==> src/rtl/reduction_pkg.sv <==
// Shared types and constants for the chunked AND/OR/XOR reduction sequencer.
package reduction_pkg;

  typedef enum logic [1:0] {
    IDLE = 2'd0,
    BUSY = 2'd1,
    DONE = 2'd2
  } red_state_e;

  typedef struct packed {
    logic and_r;
    logic or_r;
    logic xor_r;
  } red_result_t;

  localparam logic AND_INIT = 1'b1;
  localparam logic OR_INIT  = 1'b0;
  localparam logic XOR_INIT = 1'b0;

  // Chunk counter width; a single-chunk word still needs a 1-bit counter.
  function automatic int cnt_width(input int nchunk);
    return (nchunk > 1) ? $clog2(nchunk) : 1;
  endfunction

endpackage

==> src/rtl/reduce_chunk.sv <==
// Narrow combinational reduction unit shared by all chunks of a word.
module reduce_chunk #(
  parameter int CHUNK = 4
) (
  input  logic [CHUNK-1:0] a,
  output logic             and_a,
  output logic             or_a,
  output logic             xor_a
);

  assign and_a = &a;
  assign or_a  = |a;
  assign xor_a = ^a;

endmodule

==> src/rtl/reduction_sequencer.sv <==
// Reduces a WIDTH-bit word CHUNK bits per cycle through one reduce_chunk,
// with valid/ready handshakes on both the word input and the result output.
module reduction_sequencer
  import reduction_pkg::*;
#(
  parameter int WIDTH = 32,
  parameter int CHUNK = 4
) (
  input  logic             clk,
  input  logic             rst_n,
  input  logic             in_valid,
  output logic             in_ready,
  input  logic [WIDTH-1:0] in_data,
  output logic             out_valid,
  input  logic             out_ready,
  output logic             and_r,
  output logic             or_r,
  output logic             xor_r,
  output logic             busy
);

  localparam int NCHUNK = WIDTH / CHUNK;
  localparam int CW     = cnt_width(NCHUNK);

  generate
    if (CHUNK <= 0 || WIDTH <= 0 || (WIDTH % CHUNK) != 0) begin : g_bad_params
      $error("reduction_sequencer: WIDTH must be a positive multiple of CHUNK");
    end
  endgenerate

  red_state_e       state_q;
  logic [WIDTH-1:0] shreg_q;
  logic [WIDTH-1:0] shreg_d;
  logic [CW-1:0]    cnt_q;
  red_result_t      acc_q;
  red_result_t      acc_d;
  red_result_t      res_q;
  logic             in_ready_q;
  logic             out_valid_q;
  logic             busy_q;
  logic             c_and;
  logic             c_or;
  logic             c_xor;
  logic             last_chunk;

  reduce_chunk #(.CHUNK(CHUNK)) u_reduce (
    .a     (shreg_q[CHUNK-1:0]),
    .and_a (c_and),
    .or_a  (c_or),
    .xor_a (c_xor)
  );

  // A single-chunk word has nothing left to shift in.
  generate
    if (NCHUNK > 1) begin : g_shift
      assign shreg_d = {{CHUNK{1'b0}}, shreg_q[WIDTH-1:CHUNK]};
    end else begin : g_noshift
      assign shreg_d = '0;
    end
  endgenerate

  always_comb begin
    acc_d       = acc_q;
    acc_d.and_r = acc_q.and_r & c_and;
    acc_d.or_r  = acc_q.or_r | c_or;
    acc_d.xor_r = acc_q.xor_r ^ c_xor;
  end

  assign last_chunk = (cnt_q == CW'(NCHUNK - 1));

  always_ff @(posedge clk or negedge rst_n) begin
    if (!rst_n) begin
      state_q     <= IDLE;
      shreg_q     <= '0;
      cnt_q       <= '0;
      acc_q       <= '0;
      res_q       <= '0;
      in_ready_q  <= 1'b1;
      out_valid_q <= 1'b0;
      busy_q      <= 1'b0;
    end else begin
      case (state_q)
        IDLE: begin
          if (in_valid && in_ready_q) begin
            shreg_q     <= in_data;
            acc_q.and_r <= AND_INIT;
            acc_q.or_r  <= OR_INIT;
            acc_q.xor_r <= XOR_INIT;
            cnt_q       <= '0;
            in_ready_q  <= 1'b0;
            busy_q      <= 1'b1;
            state_q     <= BUSY;
          end
        end
        BUSY: begin
          acc_q   <= acc_d;
          shreg_q <= shreg_d;
          if (last_chunk) begin
            res_q       <= acc_d;
            out_valid_q <= 1'b1;
            state_q     <= DONE;
          end else begin
            cnt_q <= cnt_q + CW'(1);
          end
        end
        DONE: begin
          if (out_ready) begin
            out_valid_q <= 1'b0;
            in_ready_q  <= 1'b1;
            busy_q      <= 1'b0;
            state_q     <= IDLE;
          end
        end
        default: begin
          state_q     <= IDLE;
          in_ready_q  <= 1'b1;
          out_valid_q <= 1'b0;
          busy_q      <= 1'b0;
        end
      endcase
    end
  end

  assign in_ready  = in_ready_q;
  assign out_valid = out_valid_q;
  assign busy      = busy_q;
  assign and_r     = res_q.and_r;
  assign or_r      = res_q.or_r;
  assign xor_r     = res_q.xor_r;

endmodule

==> config.mk <==
export PLATFORM = sky130hd
export DESIGN_NAME = reduction_sequencer
export DESIGN_NICKNAME = d
export VERILOG_FILES = /design/src/rtl/reduction_pkg.sv /design/src/rtl/reduce_chunk.sv /design/src/rtl/reduction_sequencer.sv
export SDC_FILE = /design/constraint.sdc
export NUM_CORES = 1
export LEC_CHECK = 0
export ABC_AREA = 1
export CORE_UTILIZATION = 56
export CTS_CLUSTER_SIZE = 24
export DETAILED_ROUTE_END_ITERATION = 10
export PLACE_DENSITY = 0.94
export SETUP_SLACK_MARGIN = 0.15
export SYNTH_ARGS = -nofsm -noshare
export SYNTH_HDL_FRONTEND = slang
export SYNTH_SLANG_ARGS = --single-unit
==> constraint.sdc <==
create_clock -name clk -period 3 [get_ports clk]
set_input_delay 0.75 -clock clk [delete_from_list [all_inputs] [get_ports clk]]
set_output_delay 0.75 -clock clk [all_outputs]
set_load 0.01 [all_outputs]
==> results of run 1 <==
-- area by class of cell --
class / count / area share [%]
sequential: 46 / 40.9
multi-input combinational: 229 / 35.9
timing repair buffer: 44 / 15.2
clock buffer: 7 / 3.06
inverter: 19 / 2.53
tap: 50 / 2.22
clock inverter: 1 / 0.178
-- cell usage after synthesis --
| library cell | count |
|---|---|
| or2_0 | 1 |
| dfrtp_1 | 45 |
| a21oi_2 | 1 |
| o21ai_0 | 11 |
| inv_1 | 17 |
| nor2_4 | 2 |
| buf_6 | 3 |
| nand3_1 | 42 |
| ha_1 | 6 |
| dfstp_2 | 1 |
| nand2_2 | 3 |
| buf_2 | 7 |
| inv_2 | 2 |
| nand2_1 | 159 |
| nand3b_1 | 1 |
| nor2_1 | 3 |
| buf_4 | 4 |
-- cells by family (layout without fill, tap and decap cells) --
family                     Yosys count  after routing
AOI/OAI and AO/OA                   12             12
DFF                                 46             46
buffers and inverters               33             71
adders and majority gates            6              6
and+or+nand+nor                    211            211
-- worst paths after layout --
path,startpoint,end,slack (ns),cells after the start
worst max-delay path,in_ready,in_ready,0.86,1
worst max register to register,state_q[1],busy,1.17,6
max in group asynchronous,rst_n,shreg_q[5],1.77,1
worst min-delay path,or_r,or_r,0.49,2
worst min register to register,or_r,or_r,0.49,2
min in group asynchronous,rst_n,out_valid,0.61,1
-- per-layer routing --
| layer | wire [µm] | GRT usage, % | up-vias |
|---|---|---|---|
| li1 | - | - | 1030 |
| met3 | 175 | 4.45 | 11 |
| met2 | 2500 | 45.6 | 46 |
| met5 | 0 | 0 | - |
| met4 | 99 | 12.2 | 0 |
| met1 | 2060 | 27.3 | 939 |
-- sequential cells by signal (all words and copies together) (netlist names) --
signal	count
and_r	1
or_r	1
state_q	2
cnt_q	3
xor_r	1
shreg_q	32
in_ready	1
acc_q	3
busy	1
out_valid	1
-- report_power, final --
group          internal [mW]  total (mW)  switching (mW)
Sequential             0.890        1.04           0.154
Combinational          0.480        1.33           0.846
Clock                  0.186       0.390           0.204
==> flow_summary.yaml, run 1 <==
timing:
  timing.final.max_slew_violations: 0
  setup-violations-final: 0
  transition_time_at_the_pin_with_the_least_slew_margin_ns: 0.997
  worst_clock_skew_ns: 0.00473
  final_min_period_over_clock_period_pct: 71.4
  worst_slew_margin_rel_pct: 33.5
  final.hold.worst_slack_ns: 0.487
  clock.fmax_ghz: 0.467
  fin_crit_ns: 2.14
  rsz_0062_raised_after_global_routing: "no"
  final.setup.worst_slack_ns: 0.859
  tns_ns: 0
  hold_violations_final: 0
cts:
  postCtsSetupBuffers: 0
  total_number_of_h_tree_levels: 2
  number_of_cells_upsized_or_downsized_after_cts: 0
  insertion_delay_ns: 0.30
  number_of_clock_sinks: 46
  clk_root_buffer_cell: "clkbuf_8"
  clockBufferDepth: 2
  path_clk_slew_ns: 0.08
  number_of_clock_buffers_inserted_by_tritoncts: 5
  tritoncts: "built"
  ctsHoldBuffers: 0
floorplanning:
  die_footprint_um2: 4430
  row_count: 23
  initial_utilization_pct: 58.4
  chipWidth_um: 66.6
  pin_count: 42
  core_area_um2: 4000
  fp.dieH_um: 66.6
global_route:
  grt_pass1_vias: 1968
  grt_remaining_overflow: 0
  antenna_found_initial: 0
  gr-usage-all-layers_pct: 24.9
  grt_max_degree: 47
  global_route_wire_length_before_repair_mm: 8.12
setup_path:
  timing.setup.critical_path_class: "reg2out"
  critPathRequiredTime_ns: 2.25
  cpMaxStageDelayCell: "dfstp_2"
  startpoint_type: "flip-flop"
  arrival_time_at_the_worst_endpoint_ns: 1.39
  cp_num_buf_inv: 1
  timing.critical_path.to_type: "primary output"
  cp_cell_sequence: "clkdlybuf4s50_1"
  critical-path-max-stage-delay_ns: 0.55
  cp_max_fo: 3
  cp_top_family: "flip-flops"
route:
  number_of_search_and_repair_iterations_in_the_first_detailed_routing_pass: 4
  postRouteWirelength_mm: 4.84
  drt_first_iter_violations: 98
  remaining_drc_errors: 0
  num_vias: 2026
  route.antenna.remaining_nets: 0
  via_per_inst: 5.12
  avgRoutedWirePerCell_um: 12.2
place:
  dpl_cell_area_um2: 2730
  pre_cts_slack_ns: 0.755
  portBuffers: 41
  hpwl_mm: 3.30
  place_congestion: 0.768
  place_inst: 388
cells_and_area:
  layout_commonest_cell: "nand2_1"
  finalCoreUtilization_pct: 70.4
  layout-drive-gt1-share_pct: 5.78
  count_of_nets_after_finishing: 387
  post_layout_nonfiller_instances: 396
  final_cell_mix: "nand2_1, dfrtp_1, nand3_1, clkdlybuf4s50_1, inv_1"
  antenna_cell_count: 0
  multi_input_area_um2: 1010
  layout.area.seq_um2: 1150
  areaGrowthSynthToFinish_pct: 20.7
  n_fill_cell: 324
  post-route-cell-area_um2: 2820
synthesis:
  largest_family_of_logic_cells_by_synthesized_area: "simple AND/OR/NAND/NOR gates"
  synth_xor_area_share_pct: 0
  synthCells: 308
  syn-cell-area_um2: 2330
  yosys.area.top_type_share_pct: 48.2
  post-synth-top-area-cell: "dfrtp_1"
  yosysWarningCount: 0
  synth_fa_ha_area_share_pct: 3.22
  ys_seq_area_share_pct: 49.4
  synth_seq_cells: 46
  ys_types: 17
  muxShareOfSynthArea_pct: 0
  synth.top_cells.by_area: "dfrtp_1, nand2_1, nand3_1"
  synth_nets: 350
  synth-compound-area-share_pct: 2.73
  syn_area_per_cell_um2: 7.58
  synth_simple_gate_area_share_pct: 37.4
pwr:
  power_density_nw_per_um2: 979
  leakagePower_nw: 1.51
  ir_drop_v: 0.000699
  total_power_mw: 2.76
job:
  drv.max_cap_violation_count: 0
min_path:
  timing.hold.worst.class: "reg2reg"
status:
  run_status: "finished, final reports clean"
(Power assumes the default switching activity.)
==> run 2, diff against run 1 <==
- CORE_UTILIZATION: 56 -> 52
- PLACE_DENSITY: 0.94 -> 0.89
- clock period: 3 -> 2 ns (I/O delays scaled with it)
==> run 2 against run 1 <==
Compared with the run above: global-route usage is 3.1 points lower; clock power is 51% higher; routed wire length is 3.0% lower; die area is 7.4% higher; clock skew is 0.0019 ns higher; largest power group unchanged.
==> flow_summary.yaml, run 2 (synthesis gave the netlist of run 1 again) <==
pwr:
  ir_drop_v: 0.000782
  leakagePower_nw: 1.55
  comb_power_share_pct: 48.8
  pwr-share-clk_pct: 14.0
  share_of_total_power_in_sequential_cells_pct: 37.3
  cell_internal_pwr_mw: 2.41
  power_density_nw_per_um2: 1460
  total_power_mw: 4.20
  power.switching_mw: 1.80
  switching_share_pct: 42.7
route:
  met1_length_mm: 2.05
  number_of_search_and_repair_iterations_in_the_first_detailed_routing_pass: 4
  route.antenna.remaining_nets: 0
  postRouteWirelength_mm: 4.69
  via_per_inst: 5.03
  avgRoutedWirePerCell_um: 11.7
  detailroute.wirelength.met2_mm: 2.36
  routed.top_layer: "met4"
  num_vias: 2021
  detailed_routed_wire_length_on_met3_um: 198
  remaining_drc_errors: 0
  drt_first_iter_violations: 111
global_route:
  gr-usage-all-layers_pct: 21.8
  global_route_wire_length_before_repair_mm: 8.32
  grt_max_degree: 35
  antenna_found_initial: 0
  grt_remaining_overflow: 0
  grt_pass1_vias: 2008
timing:
  clock.fmax_ghz: 0.588
  transition_time_at_the_pin_with_the_least_slew_margin_ns: 0.490
  worst_slew_margin_rel_pct: 67.3
  final_min_period_over_clock_period_pct: 85.0
  fin_crit_ns: 1.70
  rsz_0062_raised_after_global_routing: "no"
  hold_violations_final: 0
  tns_ns: 0
  worst_clock_skew_ns: 0.00665
  setup-violations-final: 0
  timing.final.max_slew_violations: 0
setup_path:
  critical-path-max-stage-delay_ns: 0.54
  setup.reg_to_reg.worst_slack_ns: 0.54
  cp_max_fo: 2
  worst-r2r-cell-count: 6
  regToRegStartpoint: "state_q[1]"
  cp_cell_sequence: "clkdlybuf4s50_1"
  startpoint_type: "flip-flop"
  timing.critical_path.to_type: "primary output"
  cpMaxStageDelayCell: "clkdlybuf4s50_1"
  cp_num_buf_inv: 1
  r2r-end: "shreg_q[16]"
  timing.setup.critical_path_class: "reg2out"
  critPathRequiredTime_ns: 1.50
  cp_top_family: "buffers and inverters"
  arrival_time_at_the_worst_endpoint_ns: 1.20
floorplanning:
  chipWidth_um: 69.0
  die_footprint_um2: 4760
  core_area_um2: 4320
  pin_count: 42
  fp.dieH_um: 69.0
  initial_utilization_pct: 54.0
  row_count: 24
place:
  place_inst: 394
  hpwl_mm: 3.32
  place_congestion: 0.759
  portBuffers: 41
status:
  run_status: "finished, final reports clean"
job:
  drv.max_cap_violation_count: 0
cells_and_area:
  layout_commonest_cell: "nand2_1"
  layout.area.seq_um2: 1150
  count_of_nets_after_finishing: 391
  final_cell_mix: "nand2_1, dfrtp_1, nand3_1, clkdlybuf4s50_1, inv_1"
  largest_reg_flops: 32
  multi_input_area_um2: 1010
  n_fill_cell: 383
  registers.top_by_ff_count: "shreg_q"
  top_regs: "shreg_q x32, acc_q x3, cnt_q x3"
  areaGrowthSynthToFinish_pct: 23.1
  layout-drive-gt1-share_pct: 6.86
  antenna_cell_count: 0
  post_layout_nonfiller_instances: 402
cts:
  insertion_delay_ns: 0.30
  clockBufferDepth: 2
  tritoncts: "built"
  ctsHoldBuffers: 0
  total_number_of_h_tree_levels: 2
  clk_root_buffer_cell: "clkbuf_8"
  number_of_clock_sinks: 46
  path_clk_slew_ns: 0.08
  number_of_clock_buffers_inserted_by_tritoncts: 5
min_path:
  timing.hold.worst.class: "in2async"
[run 2: changes by cell type in the layout (fill, tap and decap cells not counted), sizes merged]
cell | previous run | this run
buf | 4 | 8
clkdlybuf4s50 | 40 | 39
dlygate4sd2 | 0 | 1
[run 2: repair_timing]
item	CTS	global route
setup buffers	0	0
setup endpoints to repair	1	0
gates resized for setup	1	0
hold endpoints to repair	0	0
[run 2: routing by layer]
layer  up-vias  track usage, %
met1       929            24.9
met4         0            8.84
li1       1042               -
met2        43            38.8
met5         -               0
met3         7            5.12
[run 2: how the worst max path moves through the flow]
stage / endpoint / slack [ns] / start / depth (start not counted)
after floorplan: shreg_q[30] / 0.76 / in_ready / 4
after global placement: shreg_q[20] / 0.26 / in_valid / 7
after detailed placement: shreg_q[16] / 0.19 / in_valid / 7
after CTS: busy / 0.29 / busy / 1
after global routing: or_r / 0.27 / or_r / 1
final: busy / 0.30 / busy / 1
[run 2: metrics by stage]
step / instance area [µm²] / hold WS [ns] / setup WS (ns) / util [%]
global placement: 2780 / 0.457 / 0.257 / 64.4
detailed placement: 2780 / 0.458 / 0.190 / 64.4
finish: 2870 / 0.149 / 0.301 / 66.5
CTS: 2870 / 0.169 / 0.289 / 66.5
floorplan: 2330 / 0.204 / 0.760 / -
global route: 2870 / 0.185 / 0.267 / 66.5
[run 2: cell type report]
type                       count  area share (%)
sequential                    46            40.1
clock inverter                 1           0.174
multi-input combinational    229            35.2
clock buffer                   7            3.00
tap                           52            2.26
timing repair buffer          48            16.8
inverter                      19            2.48
[run 2: power by group through the flow]
stage               Combinational, mW  Sequential (mW)  Clock [mW]
floorplan                        1.55             1.55           0
global placement                 1.97             1.56           0
detailed placement               2.07             1.59           0
CTS                              2.07             1.57       0.598
global route                     2.37             1.61       0.632
finish                           2.05             1.57       0.588
